==> config.mk <==
export PLATFORM = sky130hd
export DESIGN_NAME = keymap_ctrl
export DESIGN_NICKNAME = d
export VERILOG_FILES = /design/src/rtl/keymap_ctrl.sv
export SDC_FILE = /design/constraint.sdc
export NUM_CORES = 1
export LEC_CHECK = 0
export CORE_MARGIN = 4
export CORE_UTILIZATION = 30
export DETAILED_ROUTE_END_ITERATION = 12
export PLACE_DENSITY = 0.54
export SLEW_MARGIN = 15
export SYNTH_ARGS = -nofsm -noshare
export SYNTH_HDL_FRONTEND = slang
export SYNTH_SLANG_ARGS = --single-unit
==> constraint.sdc <==
create_clock -name frame_clk -period 2.57 [get_ports frame_clk]
set_clock_uncertainty 0.15 [all_clocks]
set_input_delay 0.771 -clock frame_clk [delete_from_list [all_inputs] [get_ports frame_clk]]
set_output_delay 0.771 -clock frame_clk [all_outputs]
set_load 0.01 [all_outputs]
==> src/rtl/keymap_ctrl.sv <==
// HID keycode report to per-player action vectors {kick, jump, right, left}, with a kick timing FSM per player.
// Optional 2-report hold filter on left/right/jump: define KEYMAP_HOLD_FILTER_EN.
module keymap_ctrl #(
    parameter logic [7:0] P1_LEFT         = 8'h04,
    parameter logic [7:0] P1_RIGHT        = 8'h07,
    parameter logic [7:0] P1_JUMP         = 8'h1A,
    parameter logic [7:0] P1_KICK         = 8'h16,
    parameter logic [7:0] P2_LEFT         = 8'h50,
    parameter logic [7:0] P2_RIGHT        = 8'h4F,
    parameter logic [7:0] P2_JUMP         = 8'h52,
    parameter logic [7:0] P2_KICK         = 8'h51,
    parameter int         KICK_FRAMES     = 8,
    parameter int         COOLDOWN_FRAMES = 12
) (
    input  logic        frame_clk,
    input  logic        Reset_n,
    input  logic [31:0] keycodes,
    input  logic        goal_reset,
    output logic [7:0]  p1_action,
    output logic [7:0]  p2_action
);

    typedef enum logic [1:0] {IDLE, ACTIVE, COOLDOWN, WAIT_REL} kick_state_t;

    // Bit order per player: left, right, jump, kick.
    localparam logic [7:0] KEY_CODE [8] = '{P1_LEFT, P1_RIGHT, P1_JUMP, P1_KICK,
                                            P2_LEFT, P2_RIGHT, P2_JUMP, P2_KICK};

    logic             rollover;
    logic [7:0]       raw;
    logic [7:0]       held_reg;
    logic [7:0]       present;
    logic [1:0][2:0]  filt;
    logic [1:0][3:0]  act;

    always_comb begin
        rollover = 1'b0;
        raw      = '0;
        for (int s = 0; s < 4; s++) begin
            if (keycodes[8*s +: 8] == 8'h01)
                rollover = 1'b1;
            for (int k = 0; k < 8; k++)
                if (keycodes[8*s +: 8] == KEY_CODE[k])
                    raw[k] = 1'b1;
        end
    end

    // A rollover-error report is discarded; the last accepted key set stands in for it.
    assign present = rollover ? held_reg : raw;

    always_ff @(posedge frame_clk or negedge Reset_n) begin
        if (!Reset_n)
            held_reg <= '0;
        else if (!rollover)
            held_reg <= raw;
    end

`ifdef KEYMAP_HOLD_FILTER_EN
    logic [1:0][2:0] prev_reg;

    always_ff @(posedge frame_clk or negedge Reset_n) begin
        if (!Reset_n)
            prev_reg <= '0;
        else if (!rollover)
            prev_reg <= {held_reg[6:4], held_reg[2:0]};
    end
`endif

    generate
        for (genvar gi = 0; gi < 2; gi++) begin : gen_player
            kick_state_t state_reg;
            logic [7:0]  cnt_reg;
            logic [2:0]  move_reg;
            logic        kick_key;

            assign kick_key = present[4*gi+3];

`ifdef KEYMAP_HOLD_FILTER_EN
            // During an error frame the filter repeats its last accepted verdict.
            assign filt[gi] = rollover ? (held_reg[4*gi +: 3] & prev_reg[gi])
                                       : (raw[4*gi +: 3] & held_reg[4*gi +: 3]);
`else
            assign filt[gi] = present[4*gi +: 3];
`endif

            always_ff @(posedge frame_clk or negedge Reset_n) begin
                if (!Reset_n) begin
                    state_reg <= IDLE;
                    cnt_reg   <= '0;
                    move_reg  <= '0;
                end else if (goal_reset) begin
                    state_reg <= kick_key ? WAIT_REL : IDLE;
                    cnt_reg   <= '0;
                    move_reg  <= '0;
                end else begin
                    move_reg <= {filt[gi][2],
                                 filt[gi][1] & ~present[4*gi],
                                 filt[gi][0] & ~present[4*gi+1]};
                    case (state_reg)
                        IDLE: begin
                            if (kick_key) begin
                                state_reg <= ACTIVE;
                                cnt_reg   <= 8'(KICK_FRAMES - 1);
                            end
                        end
                        ACTIVE: begin
                            if (cnt_reg != 8'd0) begin
                                cnt_reg <= cnt_reg - 8'd1;
                            end else begin
                                state_reg <= COOLDOWN;
                                cnt_reg   <= 8'(COOLDOWN_FRAMES - 1);
                            end
                        end
                        COOLDOWN: begin
                            if (cnt_reg != 8'd0)
                                cnt_reg <= cnt_reg - 8'd1;
                            else
                                state_reg <= kick_key ? WAIT_REL : IDLE;
                        end
                        WAIT_REL: begin
                            if (!kick_key)
                                state_reg <= IDLE;
                        end
                        default: state_reg <= IDLE;
                    endcase
                end
            end

            assign act[gi] = {state_reg == ACTIVE, move_reg};
        end
    endgenerate

    assign p1_action = {4'b0000, act[0]};
    assign p2_action = {4'b0000, act[1]};

endmodule

==> results of run 1 <==
## layout make-up
type	count	share of cell area (%)
Clock buffer	6	2.02
Sequential cell	34	20.8
Tap cell	105	3.22
Inverter	17	1.56
Clock inverter	1	0.735
Timing Repair Buffer	131	25.5
Multi-Input combinational cell	249	46.2
## per-layer routing
layer | track usage, % | vias up | wire length, um
met4 | 4.09 | 0 | 108
li1 | - | 1410 | -
met3 | 2.49 | 10 | 392
met2 | 27.9 | 52 | 4090
met5 | 0 | - | 0
met1 | 19.7 | 1346 | 3580
## layout by cell type (no fill, tap or decap), types with 11 or more instances in the layout
cell type	Yosys	layout
buf_6	1	11
inv_1	17	17
buf_4	8	78
nor2_1	33	33
nand2_1	22	22
dfrtp_1	34	34
buf_2	0	11
nand3_1	15	15
a21oi_1	14	13
## through the flow
stage                     util, %  hold WS (ns)  cells  TNS [ns]  power (uW)
after detailed placement     44.5         0.324    525    -24.81         987
after global placement       44.5         0.326    525    -24.21         983
after floorplan                 -         0.296    313     -5.69         764
after global routing         49.2         0.375    543     -6.12        1610
final                        49.2         0.348    543     -4.57        1530
after CTS                    48.6         0.340    541     -4.31        1520
## path summary, 6_finish.rpt
check	cells past startpoint	from	to	slack, ns
min	1	held_reg[1]	held_reg[1]	0.35
max reg2reg	9	gen_player[1].cnt_reg[0]	gen_player[1].cnt_reg[4]	-0.01
min in group asynchronous	2	Reset_n	gen_player[0].cnt_reg[0]	0.74
max in group asynchronous	2	Reset_n	gen_player[0].cnt_reg[3]	1.21
max	10	keycodes[3]	gen_player[0].cnt_reg[5]	-0.34
min reg2reg	1	held_reg[1]	held_reg[1]	0.35
## cell families (layout without fill, tap and decap cells)
| logic type | after synthesis | after routing | share of synthesized area, % |
|---|---|---|---|
| compound gates | 75 | 75 | 19.5 |
| fa+ha+maj | 11 | 11 | 5.32 |
| buf+inv | 30 | 155 | 6.23 |
| flops | 34 | 34 | 32.9 |
| mux | 10 | 10 | 4.16 |
| other cells | 1 | 8 | 0.145 |
| simple gates | 145 | 145 | 31.8 |
## power by group
| group | internal [uW] | total [uW] | switching, uW |
|---|---|---|---|
| registers | 550 | 567 | 16.1 |
| logic | 224 | 454 | 231 |
| clock network | 310 | 506 | 195 |
| total | 1080 | 1530 | 442 |
## worst max-delay path, cell delays in order
cell,delay (ns)
buf_6,0.09
or4b_4,0.56
nor4b_4,0.22
or3_4,0.18
buf_12,0.11
buf_4,0.10
nor3_2,0.04
o31a_1,0.32
or4_1,0.50
nand3_1,0.09
## what timing repair did
item / in CTS / in global routing
hold buffers: 0 / 0
endpoints found under the setup margin: 35 / 25
gates resized for setup: 108 / 41
pin swaps: 29 / 13
buffers inserted: 11 / 3
==> impl_metrics.yaml, run 1 <==
die:
  die_x_um: 101
  ios: 51
  fp.coreArea_mm2: 0.00830
  std_cell_rows: 33
  die_h_um: 101
  start_util_pct: 31.2
  dieArea_mm2: 0.0102
synthesis:
  synth.distinct_cells: 56
  ys_warn_count: 0
  synthArstFlopShare_pct: 100
  ys_ff_latch: 34
  avgSynthCellArea_um2: 8.46
  synth_top_area_cell: "dfrtp_1"
  ys_top_cells_by_area: "dfrtp_1, ha_1, nor2_1"
  yosys.area.top_type_share_pct: 32.9
  yosysMostFrequentCell: "dfrtp_1"
  synth_ff_type: "dfrtp_1"
  ys_top_cells_by_count: "dfrtp_1, nor2_1, nand2_1, o21ai_0, inv_1"
  synth_seq_area_share_pct: 32.9
  synth_edf_count: 0
  synth_cells: 306
  syn-cell-area_mm2: 0.00259
final_layout:
  final_layout_size_suffix_gt1_share_pct: 36.5
  multi_input_area_mm2: 0.00189
  stdcell_area_mm2: 0.00408
  largest_reg_flops: 16
  area_delta_synth_final_pct: 57.8
  register_area_um2: 851
  nNetsFinal: 484
  antenna_cells: 0
  fill_cells: 785
global_route:
  grt_max_degree: 35
  grt_first_pass_wirelength_mm: 12.9
  grt_usage_pct: 15.7
  first_global_vias: 2799
  overflow: 0
  antenna_found_initial: 0
critical_path:
  crit_fanout: 5
  worst_setup_path_end_kind: "register"
  critPathKind: "in -> reg"
  cp.required_ns: 2.64
  critPathLaunchType: "input port"
  arrival_ns: 2.98
placed_design:
  dpl_cell_area_mm2: 0.00369
  hpwlAfterDp_mm: 5.94
  gp_congestion: 0.833
  dp_slack_ns: -1.06
  port_buffers: 42
outcome:
  violations: "setup timing"
  status: "complete, but fails checks"
clock_tree:
  cts_tree: "done"
  path_clk_slew_ns: 0.08
  cts_sinks: 34
  numCtsBuffers: 5
  clockBufferDepth: 2
  clockRootBuffer: "clkbuf_8"
  clk_latency_ns: 0.28
  htreeDepth: 2
sta:
  post-route-min-period_ns: 2.91
  rsz0062_at_grt: "true"
  min_period_over_period_pct: 113
  finalMaxSlewViolations: 0
  hold_violations: 0
  max_freq_mhz: 344
  setup_violations: 20
  setup_slack_ns: -0.336
drt:
  wl_mm: 8.16
  drtIter0Drc: 117
  vias: 2818
  dr.pass1.iters: 4
  route.detailed.drc: 0
  viasPerCell: 5.19
  ant_nets: 0
  post_drt_wl_per_cell_um: 15.0
power:
  leakagePower_uw: 0.00188
  vdd_drop_max_uv: 331
  powerDensity_mw_per_mm2: 374
flow_run:
  cap_violations: 0
min_path:
  hp-class: "reg -> reg"
Power figures use the tool's default switching activity.
==> inputs of run 2 (changes only) <==
Settings changed: ABC_AREA set to 0.
==> results of run 2 <==
The final DEF is identical to that of run 1; final timing and power are the same.
==> RTL edit 1: new RTL, settings of run 2 <==
Build with the macro `KEYMAP_HOLD_FILTER_EN` defined.
--- a/src/rtl/keymap_ctrl.sv
+++ b/src/rtl/keymap_ctrl.sv
@@ -1,5 +1,7 @@
 // HID keycode report to per-player action vectors {kick, jump, right, left}, with a kick timing FSM per player.
 // Optional 2-report hold filter on left/right/jump: define KEYMAP_HOLD_FILTER_EN.
+`define KEYMAP_HOLD_FILTER_EN
+
 module keymap_ctrl #(
     parameter logic [7:0] P1_LEFT         = 8'h04,
     parameter logic [7:0] P1_RIGHT        = 8'h07,
Behaviour: not the same (Yosys sat finds a counterexample within 4 cycles, from zero or initial values and one cycle with Reset_n low).
==> RTL edit 1 against run 2 <==
- the run still ends with setup timing left
- hold slack lost 0.092 ns
- sequential cell count grew 6
- power grew 26%
- design area grew 15%
- worst setup slack lost 0.060 ns
- wire length grew 21%
- combinational power grew 44%
- register-to-register slack gained 0.05 ns
- area after synthesis grew 14%
- fmax shrank 2.0%
- largest power group unchanged
==> RTL edit 1: results (changes against run 2) <==
metric,value,unit,change
sequential-to-total area share from yosys stat,0.341,,was 0.329
Crit path largest cell delay,0.54,ns,was 0.56 ns
leakage power,2.07,nW,was 1.88 nW
flip-flop and latch power,712,µW,was 567 µW
final worst slack,-0.396,ns,was -0.336 ns
metal3 WL,416,µm,was 392 µm
crit path to,gen_player[1].cnt_reg[1]$_DFFE_PN0P_,,was gen_player[0].cnt_reg[5]$_DFFE_PN0P_
result of the run,"complete, but fails checks",,unchanged
DR vias/cell,5.34,,was 5.19
Comb pwr share,0.339,,was 0.298
switching pwr,629,µW,was 442 µW
"Max FO, Critical Path",4,,was 5
GRT Overall Usage,0.170,,was 0.157
per-cell routed wire length,16.0,µm,was 15.0 µm
final setup fails,25,,was 20
Commonest cells post-synth,"dfrtp_1, nor2_1, nand2_1",,unchanged
post-cts repair resize count,113,,was 108
Hold Path Class,input pin to async pin,,was register to register
Peak VDD IR,242,µV,was 331 µV
Post-Synth Adder-Cell Area,0.0426,,was 0.0532
Compound-Gate Fraction of Synth Area,0.229,,was 0.195
Placer Congestion,0.878,,was 0.833
PD cells,410,mW/mm²,was 374 mW/mm²
M1 GR Usage,0.225,,was 0.197
met2 GRT Util,0.285,,was 0.279
failing checks,setup timing,,unchanged
# nets final,532,,was 484
-- RTL edit 1: cell types whose count changed after synthesis, sizes merged, moves of 6 or more --
cell,before,now
clkbuf,3,10
nand2,22,29
dfrtp,34,40
mux2i,7,1
nand3,15,9
nor3,8,14
-- RTL edit 1: through the flow --
stage	setup TNS (ns)	area, µm²	hold WS [ns]	cells	setup WS [ns]
after global routing	-5.73	4690	0.269	617	-0.427
after CTS	-6.84	4490	0.255	611	-0.431
after floorplan	-6.68	2980	0.296	358	-0.551
after global placement	-28.14	3990	0.309	583	-0.978
final	-4.46	4690	0.257	617	-0.396
after detailed placement	-28.72	3990	0.317	583	-1.02
-- RTL edit 1: final cells by class --
class / instances / area [µm²] / area share
well taps: 129 / 161 / 0.0344
flip-flops and latches: 40 / 1000 / 0.213
inverters: 22 / 82.6 / 0.0176
repair buffers: 141 / 1190 / 0.253
clock inverters: 2 / 38.8 / 0.00827
clock buffers: 6 / 82.6 / 0.0176
multi-input cells: 277 / 2140 / 0.455
==> RTL edit 2: new RTL, config.mk and constraints of run 2 <==
Without the edit above. Register the outputs `p1_action` and `p2_action`, with the module's reset; this adds one clock of latency there.
--- a/src/rtl/keymap_ctrl.sv
+++ b/src/rtl/keymap_ctrl.sv
@@ -130,8 +130,15 @@
         end
     endgenerate
 
-    assign p1_action = {4'b0000, act[0]};
-    assign p2_action = {4'b0000, act[1]};
+    always_ff @(posedge frame_clk or negedge Reset_n) begin
+        if (!Reset_n) begin
+            p1_action <= '0;
+            p2_action <= '0;
+        end else begin
+            p1_action <= {4'b0000, act[0]};
+            p2_action <= {4'b0000, act[1]};
+        end
+    end
 
 endmodule
 
Function: changed (a bounded check fails within 4 cycles, from zero or initial values and one cycle with Reset_n low).
==> RTL edit 2 against run 2 <==
- the run still ends with setup timing left
- design area increased by 5.5%
- via count increased by 3.3%
- non-clock buffer count decreased by 7
- power increased by 2.6%
- final cell count increased by 6.8%
- wire length decreased by 2.9%
- sequential cell count increased by 8
- area after synthesis increased by 9.8%
- register-to-register slack improved by 0.16 ns
- die area increased by 9.0%
- worst setup slack improved by 0.27 ns
- sequential share of layout area increased by 3.5 points
- critical endpoint is now gen_player[0].cnt_reg[1]$_DFFE_PN0P_
- highest routed layer unchanged
==> RTL edit 2: results (changes against run 2) <==
metric,value,unit,change
result of the run,"complete, but fails checks",,unchanged
failing checks,setup timing,,unchanged
Avg Inst Size Synth,8.77,µm²,was 8.46 µm²
largest cells by area after synthesis,"dfrtp_1, ha_1, nor2_1",,unchanged
slowest CP cell,or4_4,,was or4b_4
Clock buf/inv share,0.0218,,was 0.0276
Post-Synth Adder-Cell Area,0.0484,,was 0.0532
# nets final,496,,was 484
synthesized flop and latch total,42,,was 34
sequential-to-total area share from yosys stat,0.370,,was 0.329
Cell variety after synth,58,,was 56
leakage power,1.92,nW,was 1.88 nW
CP arrival,2.67,ns,was 2.98 ns
die footprint,0.0111,mm²,was 0.0102 mm²
Compound-Gate Fraction of Synth Area,0.207,,was 0.195
drt first-iter violations,121,,was 117
Comb pwr share,0.268,,was 0.298
Sequential Power Share,0.440,,was 0.371
crit path launch,keycodes[29],,was keycodes[3]
DP Wirelength,5870,µm,was 5940 µm
number of non-clock buffers,124,,was 131
Via Count,2912,,was 2818
placed cell count,564,,was 525
multi-input gate count,257,,was 249
Worst Reg2Reg Path Length in Cells,10,,was 9
M1 GR Usage,0.196,,was 0.197
final worst slack,-0.0676,ns,was -0.336 ns
GRT Overall Usage,0.145,,was 0.157
Placer Congestion,0.803,,was 0.833
Crit path largest cell delay,0.52,ns,was 0.56 ns
Commonest cells post-synth,"dfrtp_1, nor2_1, o21ai_0",,"was dfrtp_1, nor2_1, nand2_1"
first-pass GRT wire length,13600,µm,was 12900 µm
largest net degree at the start of global routing,43,,was 35
final setup fails,6,,was 20
postcts setup bufs,4,,was 11
Sw Share,0.309,,was 0.290
mux contribution to synthesized area,0.0185,,was 0.0416
-- RTL edit 2: cell count changes after synthesis, sizes merged, moves of 5 or more --
cell	delta
nor2b	+9
o21ai	+5
dfrtp	+8
a31oi	+6
-- RTL edit 2: cell families (layout without fill, tap and decap cells) --
| kind of cell | after synthesis | after routing |
|---|---|---|
| other | 1 | 8 |
| buffers and inverters | 32 | 152 |
| muxes | 4 | 4 |
| adders and majority gates | 11 | 11 |
| DFF | 42 | 42 |
| and+or+nand+nor | 150 | 150 |
| AOI/OAI and AO/OA | 84 | 84 |
-- RTL edit 2: per-stage QoR --
stage	util	worst slack [ns]	power [mW]	hold slack (ns)
CTS	0.451	-0.0992	1.54	0.193
global route	0.466	-0.102	1.65	0.208
finish	0.466	-0.0676	1.57	0.194
global placement	0.428	-0.773	1.08	0.185
detailed placement	0.428	-0.798	1.08	0.185
floorplan	-	-0.281	0.877	0.181
